File: config.mk
export PLATFORM = sky130hd
export DESIGN_NAME = stg1if
export DESIGN_NICKNAME = d
export VERILOG_FILES = /design/src/rtl/stg1if_pkg.sv /design/src/rtl/stg1if_fifo.sv /design/src/rtl/stg1if.sv
export SDC_FILE = /design/constraint.sdc
export NUM_CORES = 1
export LEC_CHECK = 0
export BUFFER_PORTS_ARGS = -buffer_cell sky130_fd_sc_hd__buf_4
export CAP_MARGIN = 20
export CORE_MARGIN = 1.5
export CORE_UTILIZATION = 25
export DETAILED_ROUTE_END_ITERATION = 10
export GPL_TIMING_DRIVEN = 0
export HOLD_SLACK_MARGIN = 0.08
export PLACE_DENSITY_LB_ADDON = 0.2
export SKIP_CTS_REPAIR_TIMING = 1
export SYNTH_ARGS = -nofsm -noshare
export SYNTH_HDL_FRONTEND = slang
export SYNTH_SLANG_ARGS = --single-unit
File: constraint.sdc
create_clock -name iw_clk -period 3.15 [get_ports iw_clk]
set_input_delay 0.315 -clock iw_clk [delete_from_list [all_inputs] [get_ports iw_clk]]
set_output_delay 0.315 -clock iw_clk [all_outputs]
set_load 0.005 [all_outputs]
File: src/rtl/stg1if_pkg.sv
// Shared sizes and payload types for the instruction-fetch stage.
package stg1if_pkg;

  localparam int unsigned SIZE_ADDR     = 32;
  localparam int unsigned SIZE_DATA     = 32;
  localparam int unsigned SIZE_IF_DEPTH = 4;

  // One fetched instruction together with the pc it was fetched from.
  typedef struct packed {
    logic [SIZE_ADDR-1:0] pc;
    logic [SIZE_DATA-1:0] instr;
  } if_entry_t;

  localparam int unsigned IF_ENTRY_W = $bits(if_entry_t);

endpackage

File: src/rtl/stg1if_fifo.sv
// Synchronous FIFO with flush; head word is readable without popping.
module stg1if_fifo #(
  parameter int unsigned WIDTH = 8,
  parameter int unsigned DEPTH = 4
) (
  input  logic                     iw_clk,
  input  logic                     iw_rst,
  input  logic                     push,
  input  logic [WIDTH-1:0]         wdata,
  input  logic                     pop,
  input  logic                     flush,
  output logic [WIDTH-1:0]         rdata_c,
  output logic [$clog2(DEPTH):0]   count,
  output logic                     empty_c,
  output logic                     full_c
);

  localparam int unsigned AW = $clog2(DEPTH);
  localparam int unsigned CW = AW + 1;

  logic [WIDTH-1:0] mem [DEPTH];
  logic [AW-1:0]    wr_ptr;
  logic [AW-1:0]    rd_ptr;
  logic             push_ok;
  logic             pop_ok;

  // A pop frees the slot a simultaneous push at full level needs.
  assign empty_c = (count == '0);
  assign full_c  = (count == CW'(DEPTH));
  assign pop_ok  = pop && !empty_c;
  assign push_ok = push && (!full_c || pop_ok);
  assign rdata_c = mem[rd_ptr];

  // Storage, pointers and occupancy; flush takes priority over push/pop.
  always_ff @(posedge iw_clk) begin
    if (iw_rst) begin
      wr_ptr <= '0;
      rd_ptr <= '0;
      count  <= '0;
      for (int i = 0; i < int'(DEPTH); i++) mem[i] <= '0;
    end else if (flush) begin
      wr_ptr <= '0;
      rd_ptr <= '0;
      count  <= '0;
    end else begin
      if (push_ok) begin
        mem[wr_ptr] <= wdata;
        wr_ptr      <= wr_ptr + AW'(1);
      end
      if (pop_ok) rd_ptr <= rd_ptr + AW'(1);
      count <= count + CW'(push_ok) - CW'(pop_ok);
    end
  end

endmodule

File: src/rtl/stg1if.sv
// Instruction-fetch stage: issues in-order fetches, tracks in-flight pcs,
// buffers returned words and presents one {pc, instr} per cycle.
module stg1if
  import stg1if_pkg::*;
#(
  parameter logic [SIZE_ADDR-1:0] RESET_PC = '0,
  parameter int unsigned          DEPTH    = SIZE_IF_DEPTH
) (
  input  logic                 iw_clk,
  input  logic                 iw_rst,
  output logic                 ow_imem_req,
  output logic [SIZE_ADDR-1:0] ow_imem_addr,
  input  logic                 iw_imem_ready,
  input  logic                 iw_imem_valid,
  input  logic [SIZE_DATA-1:0] iw_imem_data,
  input  logic                 iw_stall,
  input  logic                 iw_redirect,
  input  logic [SIZE_ADDR-1:0] iw_redirect_pc,
  output logic [SIZE_ADDR-1:0] ow_pc,
  output logic [SIZE_DATA-1:0] ow_instr,
  output logic                 ow_valid
);

  localparam int unsigned CW = $clog2(DEPTH) + 1;

  logic [SIZE_ADDR-1:0] fetch_pc;
  logic [CW-1:0]        drop_cnt;
  logic [CW-1:0]        drop_nxt;
  logic [CW-1:0]        pcq_count;
  logic [CW-1:0]        buf_count;
  logic [CW:0]          in_use_c;
  logic                 pcq_empty;
  logic                 pcq_full;
  logic                 buf_empty;
  logic                 buf_full;
  logic [SIZE_ADDR-1:0] pcq_head;
  if_entry_t            buf_head;
  if_entry_t            buf_wdata;
  logic                 accept;
  logic                 drop_hit;
  logic                 resp_live;
  logic                 buf_pop;

  // Credits cover both queues, so neither FIFO can overflow.
  assign in_use_c    = {1'b0, pcq_count} + {1'b0, buf_count};
  assign ow_imem_req = !iw_rst && !iw_redirect && (in_use_c < (CW+1)'(DEPTH));
  assign ow_imem_addr = fetch_pc;
  assign accept      = ow_imem_req && iw_imem_ready;

  // Responses owed to flushed requests are eaten by the drop counter first.
  assign drop_hit  = iw_imem_valid && (drop_cnt != '0);
  assign resp_live = iw_imem_valid && (drop_cnt == '0);
  assign buf_wdata = '{pc: pcq_head, instr: iw_imem_data};
  assign buf_pop   = !iw_redirect && !iw_stall && !buf_empty;

  stg1if_fifo #(.WIDTH(SIZE_ADDR), .DEPTH(DEPTH)) u_pcq (
    .iw_clk  (iw_clk),
    .iw_rst  (iw_rst),
    .push    (accept),
    .wdata   (fetch_pc),
    .pop     (resp_live),
    .flush   (iw_redirect),
    .rdata_c (pcq_head),
    .count   (pcq_count),
    .empty_c (pcq_empty),
    .full_c  (pcq_full)
  );

  stg1if_fifo #(.WIDTH(IF_ENTRY_W), .DEPTH(DEPTH)) u_buf (
    .iw_clk  (iw_clk),
    .iw_rst  (iw_rst),
    .push    (resp_live),
    .wdata   (buf_wdata),
    .pop     (buf_pop),
    .flush   (iw_redirect),
    .rdata_c (buf_head),
    .count   (buf_count),
    .empty_c (buf_empty),
    .full_c  (buf_full)
  );

  // Fetch pc: reset, redirect target, or advance on accepted request.
  always_ff @(posedge iw_clk) begin
    if (iw_rst)           fetch_pc <= RESET_PC;
    else if (iw_redirect) fetch_pc <= iw_redirect_pc;
    else if (accept)      fetch_pc <= fetch_pc + SIZE_ADDR'(1);
  end

  // Every response removes one outstanding request (stale or live); a redirect
  // turns all live in-flight requests into stale ones.
  always_comb begin
    drop_nxt = drop_cnt;
    if (iw_redirect)   drop_nxt = drop_cnt - CW'(drop_hit) + pcq_count - CW'(resp_live);
    else if (drop_hit) drop_nxt = drop_cnt - CW'(1);
  end

  // Drop counter register.
  always_ff @(posedge iw_clk) begin
    if (iw_rst) drop_cnt <= '0;
    else        drop_cnt <= drop_nxt;
  end

  // Output register: redirect clears, stall holds, otherwise load buffer head.
  always_ff @(posedge iw_clk) begin
    if (iw_rst) begin
      ow_valid <= 1'b0;
      ow_pc    <= '0;
      ow_instr <= '0;
    end else if (iw_redirect) begin
      ow_valid <= 1'b0;
      ow_instr <= '0;
    end else if (!iw_stall) begin
      if (!buf_empty) begin
        ow_valid <= 1'b1;
        ow_pc    <= buf_head.pc;
        ow_instr <= buf_head.instr;
      end else begin
        ow_valid <= 1'b0;
        ow_instr <= '0;
      end
    end
  end

  // Protocol sanity: bounded drop count, no response without a tracked pc.
  always_ff @(posedge iw_clk) begin
    if (!iw_rst) begin
      assert (drop_cnt <= CW'(DEPTH));
      assert (!(resp_live && pcq_empty));
      assert (!(accept && pcq_full));
      assert (!(resp_live && buf_full && !buf_pop));
    end
  end

endmodule

# Yosys cells after proc, flatten, opt, wreduce, memory -nomap -nowiden
# Memories as Yosys holds them, arrays and structs flattened. A register that Yosys moved wholly into a read port is not among the register bits.
# Index checks and enable logic that the tools add are counted.
op_classes:
  order_cmp: 1
  addsub: 14
  bitwise_logic: 3
  reduce_logical: 30
  muxes: 26
  eq_ne: 2
ops:
  columns: ["cell", "n"]
  rows:
  - ["32-bit two-way mux", 4]
  - ["64-bit two-way mux", 1]
  - ["64-bit OR reduction", 1]
  - ["32-bit by 1-bit adder with 32-bit output, second input constant", 1]
  - ["32-bit OR reduction", 1]
  - ["1-bit two-way mux", 13]
  - ["2-bit two-way mux", 6]
  - ["3-bit by 1-bit subtractor with 3-bit output", 4]
  - ["1-bit logical AND", 11]
  - ["3-bit zero test", 3]
  - ["2-bit by 1-bit adder with 2-bit output, second input constant", 4]
  - ["1-bit zero test", 7]
  - ["3-bit by 1-bit adder with 3-bit output", 2]
  - ["3-bit == test, second input constant", 2]
  - ["3-bit two-way mux", 2]
  - ["3-bit by 3-bit adder with 4-bit output", 1]
  - ["4-bit by 3-bit less-than comparator with 1-bit output, second input constant", 1]
  - ["2-bit nonzero test", 2]
  - ["3-bit adder", 1]
  - ["1-bit inverter", 3]
  - ["3-bit AND reduction", 1]
  - ["3-bit nonzero test", 1]
  - ["3-bit by 1-bit subtractor with 3-bit output, second input constant", 1]
  - ["1-bit logical OR", 2]
  - ["2-bit OR reduction", 1]
word_totals:
  register_bits: 114
  in_bits: 70
  elab_cells: 89
  n_memories: 2
  mem_bits_rw: 384
memory_table:
  columns: ["memory", "depth", "width", "rd", "rd_ports_with_merged_regs", "write_ports", "line_no", "rtl"]
  rows:
  - ["u_buf.mem", 4, 64, 1, 1, 4, "stg1if_fifo.sv:21", "logic [WIDTH-1:0] mem [DEPTH];"]
  - ["u_pcq.mem", 4, 32, 1, 1, 4, "stg1if_fifo.sv:21", null]

# Longest topological paths before layout
# Gate-level depths: netlist of run 1.
logic_depth:
  word_depth: 12
  depth_mapped: 14
  depth_no_buf: 13

# Hierarchy
# Synthesis of run 1 repeated with hierarchy kept, for this count alone.
hier_totals:
  hier_cells: 1601
  area_unflattened_um2: 22054.9
modules_own_cells:
  columns: ["mod", "cells_per_inst", "n_inst", "seq_area_each_um2", "area_per_inst_um2"]
  rows:
  - ["stg1if_fifo (u_buf)", 669, 1, 7867.5, 11449.7]
  - ["stg1if_fifo (u_pcq)", 361, 1, 4023.9, 5949.5]
  - ["stg1if", 571, 1, 2001.9, 4655.7]

# Least setup slack after synthesis of run 1
# No wires, ideal clock.
synth_path:
  path_kind: "register to register"
  start: "register u_buf.count[1]"
  end: "memory u_pcq.mem[3][0] (netlist bit), enable pin"
  setup_time_ns: 0.432
  slack_ns: -0.243
  stages_incl_launch_ff: 9
  arrival_ns: 2.961
  path_buffers: 2
  path_cell_list: "dfxtp_1 -> ha_1 -> nand3_1 -> and4_1 -> buf_4 -> nand2_1 -> inv_2 -> clkbuf_1 -> a21oi_1"
synth_lines:
  columns: ["item", "line_no", "rtl"]
  rows:
  - ["start, declared", "stg1if_fifo.sv:13", "output logic [$clog2(DEPTH):0] count,"]
  - ["start signal, assigned", "stg1if_fifo.sv:51", "count <= count + CW'(push_ok) - CW'(pop_ok);"]
  - ["end, declared", "stg1if_fifo.sv:21", null]

==> results of run 1 <==
==> sequential cells by signal, indices dropped and copies added (netlist names), 3 cells and up, named ones only <==
signal and cells:
drop_cnt 3, ow_imem_addr 32, ow_instr 32, ow_pc 32
u_buf.count 3, u_buf.mem 256, u_pcq.count 3, u_pcq.mem 128
==> cell families (layout without fill, tap and decap cells) <==
family          count (synthesis)  count (layout)  synth area share, %
compound gates                141             142                 4.10
xor+xnor                       25              25                 1.01
fa+ha+maj                      16              16                 1.06
buf+inv                       139             475                 2.67
flops                         502             502                 64.2
mux                           100             100                 10.2
other cells                     0               3                    0
simple gates                  643             647                 16.8
==> path summary, 6_finish.rpt <==
check	to	slack, ps	depth (start not counted)
worst min register to register	ow_pc[11]	460	2
worst min-delay path	ow_imem_addr[27]	70	4
worst max register to register	u_pcq.mem[1][31]	180	9
worst max-delay path	u_pcq.mem[1][31]	180	9
==> cells in the mapped netlist, types with 5 or more instances <==
cell	instances	area share (%)
a211oi_1	5	0.17
a21oi_1	60	1.4
a22oi_1	35	1.2
a31oi_1	12	0.35
and2_1	321	9.3
and3_1	72	2.1
buf_2	19	0.44
clkbuf_1	74	1.3
clkbuf_2	20	0.46
dfxtp_1	118	11
edfxtp_1	384	53
ha_1	12	0.69
inv_1	20	0.35
mux4_2	96	10
nand2_1	91	1.6
nand3_1	18	0.42
nand4_1	17	0.49
nor2_1	82	1.4
nor3_1	5	0.12
nor4_1	5	0.14
o21ai_0	11	0.25
or2_2	8	0.23
xnor2_1	12	0.49
xor2_1	13	0.53
==> per-layer routing <==
layer  global-route usage [%]  vias to the layer above  routed length, microns
met5                        0                        -                       0
met3                     3.09                       76                    3630
met4                     3.33                        0                    1130
li1                         -                     6327                       -
met1                     18.7                     6983                   29000
met2                     23.6                      364                   30700
==> worst register-to-register path, delay by kind of cell, from the launching register on <==
family                     cells  cell delay (ps)
adders and majority gates      1              270
buffers and inverters          3              660
DFF                            1              440
and+or+nand+nor                5             1280
==> cell usage in the layout (no fill, tap or decap), drive strengths merged, types with 35 or more instances in the layout <==
cell type	instances
a21oi	60
mux4	96
dlygate4sd3	58
nor2	82
dfxtp	118
buf	197
nand2	92
clkbuf	183
and2	321
a22oi	35
and3	72
edfxtp	384
==> layout make-up <==
cell class / instances / area (sq um)
Timing Repair Buffer: 233 / 2000
Sequential cell: 502 / 13900
Inverter: 22 / 82.6
Antenna cell: 3 / 7.51
Fill cell: 8605 / 58600
Multi-Input combinational cell: 930 / 7270
Clock inverter: 15 / 159
Buffer: 116 / 500
Tap cell: 1144 / 1430
Clock buffer: 89 / 1590
==> where the power goes <==
part           total [mW]  internal, mW  switching [mW]
Sequential           7.70          7.52           0.178
Clock                6.28          3.55            2.73
Combinational        1.80         0.700            1.10
==> through the flow <==
stage          hold slack (ps)  power, mW  util, %  TNS, ps
2_1_floorplan              453       8.75        -        0
3_3_place_gp               445       9.52     28.4  -291330
3_5_place_dp               450       9.58     28.6   -31680
4_1_cts                  -75.0       15.9     30.7   -32140
5_1_grt                   93.1       16.4     31.5        0
6_report                  70.5       15.8     31.5        0
==> impl_metrics.ini, run 1 <==
[grt]
globalRoute.totalOverflow = 0
grt_max_degree = 37
global_route_wire_length_before_repair_microns = 93500
global_route.usage.total_pct = 14.2
antenna_found_initial = 2
via_count_of_the_first_global_routing_pass = 14100

[sta]
finalSetupViolations = 0
finClkSkew_ps = 36.7
rsz0062_at_grt = no
final.period_utilization_pct = 94.2
timing.final.crit_period_ps = 2970
slew_violations = 0
hold_viol = 0
headroom_to_the_max_slew_limit_pct = 27.3
fin_ws_ps = 182
maximum_clock_rate_mhz = 337
worst_max_slew_pin_slew_ps = 1090

[placement]
placed_area_sq_mm = 0.0245
globalplace.congestion = 0.808
dp_slack_ps = -412
port_buffers = 165
detailedPlacementHpwl_microns = 42600
dp_cells = 2881

[routing]
firstDrtPassIters = 5
viasPerCell = 4.50
dr_total_vias = 13800
postRouteAntennaNets = 0
wl_per_cell_microns = 21.1
drt_drc_violations_left = 0
routed_wl_microns = 64500
drt_first_iter_violations = 928

[floorplan]
core-area_sq_mm = 0.0855
die_w_microns = 297
die_h_microns = 297
initial_utilization_pct = 25.3
boundaryPins = 168
placementRows = 107
dieArea_sq_mm = 0.0884

[critical_path]
cp_cell_sequence = ha_1, nor2_1, and4_1, buf_4, nand2_1, buf_2, or3_1, nand2b_2, buf_12
cp_data_required_time_ps = 3450
crit_path_start_kind = register
slowest_stage = dfxtp_1
critPathMaxFanout = 22
buffers_and_inverters_on_the_worst_path = 3
critPathLaunch = u_pcq.count[2]
critical_path_class = register to register
cp_top_family = simple AND/OR/NAND/NOR gates
timing.critical_path.slowest_cell_delay_ps = 440
reg2reg_from = u_pcq.count[2]
critical_path_arrival_ps = 3270
crit_path_end_kind = register

[power]
vdd_drop_max_mv = 0.485
power-per-cell-area_mw_per_mm2 = 586
static_power_due_to_leakage_nw = 9.89

[status]
result_of_the_run = finished, final reports clean

[cells_and_area]
flow.area_growth_from_synthesis_pct = 24.4
layout.cells.non_filler = 3054
fin_nets = 1946
fraction_of_final_layout_cells_sized_beyond_drive_strength_1_pct = 22.2
postLayoutCellArea_sq_mm = 0.0269

[clock_tree]
buffers_from_clock_root_to_sink_at_most = 3
cts_sinks = 502
cts_max_level = 2
numCtsBuffers = 55
tritoncts = done
cts.reportedPaths.clkPinSlew_ps = 60
cts-root-buf = clkbuf_16
clock_latency_ps = 630

[yosys]
async_flop_share_pct = 0
synth_enable_flop_cells = 384
synth_seq_area_share_pct = 64.2
synth_cells = 1566
syn_area_per_cell_sq_um = 13.8
synth.net_count = 1652
syn_area_sq_mm = 0.0217
synth.yosys.warnings = 0
synth-main-ff-cell = edfxtp_1
netlist-cell-type-count = 58
postSynthRegisterBits = 502

[flow_run]
max-cap-violations = 0

[worst_hold_path]
min_path_type = input pin to register
holdCritStartpoint = iw_redirect_pc[27]
(Power assumes the default switching activity.)
==> run 2, diff against run 1 <==
--- a/config.mk
+++ b/config.mk
@@ -13,6 +13,7 @@
 export GPL_TIMING_DRIVEN = 0
 export HOLD_SLACK_MARGIN = 0.08
 export PLACE_DENSITY_LB_ADDON = 0.2
+export RECOVER_POWER = 25
 export SKIP_CTS_REPAIR_TIMING = 1
 export SYNTH_ARGS = -nofsm -noshare
 export SYNTH_HDL_FRONTEND = slang
==> impl_metrics.ini, run 2 (synthesis gave the netlist of run 1 again) <==
[grt]
global_route.usage.total_pct = 14.2
grt_max_degree = 37
globalRoute.totalOverflow = 0
global_route_wire_length_before_repair_microns = 93500
via_count_of_the_first_global_routing_pass = 14100
antenna_found_initial = 2

[critical_path]
slowest_stage = nor4_1
cp_data_required_time_ps = 3600
crit_path_start_kind = register
timing.critical_path.slowest_cell_delay_ps = 1090
cp_cell_sequence = nand4_1, nor4_1, buf_2, nand3_1, xor2_1, o22ai_1
critPathMaxFanout = 10
critical_path_class = register to register
crit_path_end_kind = register
critical_path_arrival_ps = 3540

[sta]
final.period_utilization_pct = 98.1
rsz0062_at_grt = no
hold_viol = 0
maximum_clock_rate_mhz = 324
headroom_to_the_max_slew_limit_pct = 16.5
worst_max_slew_pin_slew_ps = 1240
finalSetupViolations = 0
hold-worst-slack_ps = 71.6
finClkSkew_ps = 36.4
slew_violations = 0
timing.final.crit_period_ps = 3090

[routing]
detailroute.wirelength.met3_microns = 3670
highest_metal_layer_used_by_the_detailed_router = met4
dr_total_vias = 13800
postRouteAntennaNets = 0
firstDrtPassIters = 5
route.met2.wl_microns = 30700
drt_first_iter_violations = 914
met1_wirelength_microns = 29000
drt_drc_violations_left = 0
routed_wl_microns = 64600
viasPerCell = 4.51
wl_per_cell_microns = 21.1

[clock_tree]
tritoncts = done
clock_latency_ps = 630
cts-root-buf = clkbuf_16
numCtsBuffers = 55
cts_sinks = 502
cts_max_level = 2
buffers_from_clock_root_to_sink_at_most = 3
cts.reportedPaths.clkPinSlew_ps = 60

[cells_and_area]
registers.top_by_ff_count = u_buf.mem
layout_commonest_cell = edfxtp_1
filler_cell_count = 8642
flow.area_growth_from_synthesis_pct = 23.5
largest_registers = u_buf.mem: 256 flops, u_pcq.mem: 128 flops
fraction_of_final_layout_cells_sized_beyond_drive_strength_1_pct = 19.6
multi_input_comb_area_sq_mm = 0.00723
largest_register_ffs = 256
final_cell_mix = 384 x edfxtp_1, 306 x and2_1, 144 x clkbuf_1
layout.area.seq_sq_mm = 0.0139
fin_nets = 1946

[placement]
port_buffers = 165
globalplace.congestion = 0.808
detailedPlacementHpwl_microns = 42600

[floorplan]
initial_utilization_pct = 25.3
boundaryPins = 168
dieArea_sq_mm = 0.0884
core-area_sq_mm = 0.0855
placementRows = 107
die_w_microns = 297
die_h_microns = 297

[status]
result_of_the_run = finished, final reports clean

[power]
static_power_due_to_leakage_nw = 9.62
power-per-cell-area_mw_per_mm2 = 589
vdd_drop_max_mv = 0.485
total_power_mw = 15.8

[flow_run]
max-cap-violations = 0

[worst_hold_path]
min_path_type = input pin to register
[run 2: cell types whose count changed in the layout (fill, tap and decap cells not counted), sizes merged]
cell    before  now
buf        197   90
clkbuf     183  290
[run 2: worst paths after layout]
check | start | end | slack [ps] | cells past startpoint
max reg2reg | ow_imem_addr[3] | ow_imem_addr[23] | 60 | 6
min | iw_redirect_pc[27] | ow_imem_addr[27] | 70 | 4
max | ow_imem_addr[3] | ow_imem_addr[23] | 60 | 6
min reg2reg | ow_pc[11] | ow_pc[11] | 450 | 2
[run 2: per-stage QoR]
stage	setup slack, ps	setup TNS, ps	util (%)	std cells	cell area (sq um)
after CTS	-486	-32140	30.7	2985	26300
after global routing	33.8	0	31.2	3052	26700
after global placement	-958	-291330	28.4	2875	24300
after detailed placement	-412	-31680	28.6	2881	24500
after floorplan	247	0	-	1566	21700
final	60.9	0	31.3	3054	26700
[run 2: critical path: cells and delay by family, from the launching register on]
family                    cells  cell delay [ps]
AOI/OAI and AO/OA             1              110
xor gates and xnor gates      1              180
buffers and inverters         1              410
DFF                           1              620
and+or+nand+nor               3             1590
[run 2: power breakdown]
part | switching [mW] | internal, mW
clock | 2.72 | 3.55
sequential | 0.176 | 7.52
combinational | 1.10 | 0.679
[run 2: per-layer routing]
metal,up-vias,GRT usage [%]
met3,75,3.09
met1,6974,18.7
li1,6331,-
met2,384,23.6
met4,0,3.33
met5,-,0
[run 2: layout make-up]
cell class | count | area share [%]
diodes | 3 | 0.0281
plain buffers | 116 | 1.84
clock buffers | 89 | 5.96
clock inverters | 15 | 0.594
inverters | 22 | 0.309
multi-input cells | 930 | 27.0
flip-flops and latches | 502 | 52.0
well taps | 1144 | 5.35
repair buffers | 233 | 6.90
==> run 3, diff against run 2 <==
--- a/config.mk
+++ b/config.mk
@@ -8,7 +8,7 @@
 export BUFFER_PORTS_ARGS = -buffer_cell sky130_fd_sc_hd__buf_4
 export CAP_MARGIN = 20
 export CORE_MARGIN = 1.5
-export CORE_UTILIZATION = 25
+export CORE_UTILIZATION = 28
 export DETAILED_ROUTE_END_ITERATION = 10
 export GPL_TIMING_DRIVEN = 0
 export HOLD_SLACK_MARGIN = 0.08
==> impl_metrics.ini, run 3 (synthesis gave the netlist of run 1 again) <==
[floorplan]
placementRows = 101
die_h_microns = 281
initial_utilization_pct = 28.4
die_w_microns = 281
dieArea_sq_mm = 0.0790
core-area_sq_mm = 0.0762
boundaryPins = 168

[power]
total_power_mw = 16.2
switching_power_mw = 3.95
power.share.sequential_pct = 47.6
vdd_drop_max_mv = 0.427
cell_internal_pwr_mw = 12.2
power.share.combinational_pct = 10.7
switching_share_pct = 24.4
power-per-cell-area_mw_per_mm2 = 604
power.clock.fraction_pct = 41.6
static_power_due_to_leakage_nw = 9.69

[routing]
postRouteAntennaNets = 0
viasPerCell = 4.65
firstDrtPassIters = 7
dr_total_vias = 13700
drt_drc_violations_left = 0
drt_first_iter_violations = 926
routed_wl_microns = 61400
wl_per_cell_microns = 20.8

[cells_and_area]
largest_registers = u_buf.mem: 256 flops, u_pcq.mem: 128 flops
layout.core_utilization_pct = 35.1
final_cell_mix = 384 x edfxtp_1, 310 x and2_1, 145 x clkbuf_1
registers.top_by_ff_count = u_buf.mem
layout_commonest_cell = edfxtp_1
flow.area_growth_from_synthesis_pct = 23.5
fin_nets = 1949
layout.cells.non_filler = 2944
largest_register_ffs = 256
fraction_of_final_layout_cells_sized_beyond_drive_strength_1_pct = 19.5

[placement]
globalplace.congestion = 0.821
dp_cells = 2767
detailedPlacementHpwl_microns = 40400
port_buffers = 165

[clock_tree]
numCtsBuffers = 56
cts_sinks = 502
buffers_from_clock_root_to_sink_at_most = 3
cts_max_level = 2
clock_latency_ps = 620
cts-root-buf = clkbuf_16
tritoncts = done
cts.reportedPaths.clkPinSlew_ps = 60

[grt]
grt_max_degree = 47
via_count_of_the_first_global_routing_pass = 14000
antenna_found_initial = 0
global_route.usage.total_pct = 15.4
globalRoute.totalOverflow = 0
global_route_wire_length_before_repair_microns = 90300

[worst_hold_path]
min_path_type = input pin to register

[sta]
headroom_to_the_max_slew_limit_pct = 32.7
final.period_utilization_pct = 95.9
finalSetupViolations = 0
timing.final.crit_period_ps = 3020
slew_violations = 0
maximum_clock_rate_mhz = 331
hold_viol = 0
hold-worst-slack_ps = 86.6
worst_max_slew_pin_slew_ps = 1010
finClkSkew_ps = 33.0

[critical_path]
crit_path_start_kind = register
critical_path_arrival_ps = 3300
critPathMaxFanout = 34
crit_path_end_kind = register
critical_path_class = register to register
cp_data_required_time_ps = 3430

[status]
result_of_the_run = finished, final reports clean

[flow_run]
max-cap-violations = 0
run 3: cell count changes in the layout (fill, tap and decap cells not counted), sizes merged, moves of 2 or more:
cell and change:
bufinv +6, clkbuf -5, inv +3, dlygate4sd3 +2
run 3: routing by layer:
metal / global-route usage, % / wire length (microns)
met5: 0 / 0
met2: 25.9 / 29600
met4: 3.37 / 894
met3: 2.64 / 3210
met1: 20.7 / 27700
run 3: worst max-delay path, stage by stage (launching register included):
cell and delay [ps]:
dfxtp_1 330, inv_1 100, ha_1 160, ha_1 160, nand2_1 170, a31oi_4 310, clkbuf_1 590, a41o_4 560
buf_16 290
run 3: metrics by stage:
stage               cell area (sq um)  setup slack (ps)  setup TNS [ps]
floorplan                       21700               247               0
global placement                24200              -950         -289830
detailed placement              24400              -441          -18260
CTS                             26200              -450          -20850
global route                    26700             -12.7           -79.2
finish                          26700               129               0
run 3: power by group through the flow:
stage | Clock, mW | Sequential, mW | Combinational, mW
3_5_place_dp | 0 | 7.84 | 1.70
3_3_place_gp | 0 | 7.83 | 1.66
4_1_cts | 6.89 | 7.70 | 1.70
5_1_grt | 7.15 | 7.73 | 1.91
2_1_floorplan | 0 | 7.77 | 0.974
6_report | 6.73 | 7.69 | 1.74
run 3: final timing paths:
kind | start | endpoint | slack, ps | depth (start not counted)
setup / recovery | drop_cnt[1] | u_buf.mem[3][44] | 130 | 8
setup reg to reg | drop_cnt[1] | u_buf.mem[3][44] | 130 | 8
hold / removal | iw_redirect_pc[29] | ow_imem_addr[29] | 90 | 4
hold reg to reg | ow_pc[24] | ow_pc[24] | 450 | 2
run 3: layout make-up:
cell class                      count  area (sq um)
Clock inverter                     24           325
Fill cell                        7490         49500
Inverter                           22          82.6
Buffer                            116           492
Sequential cell                   502         13900
Multi-Input combinational cell    929          7230
Antenna cell                        3          7.51
Timing Repair Buffer              236          1870
Clock buffer                       82          1560
Tap cell                         1030          1290
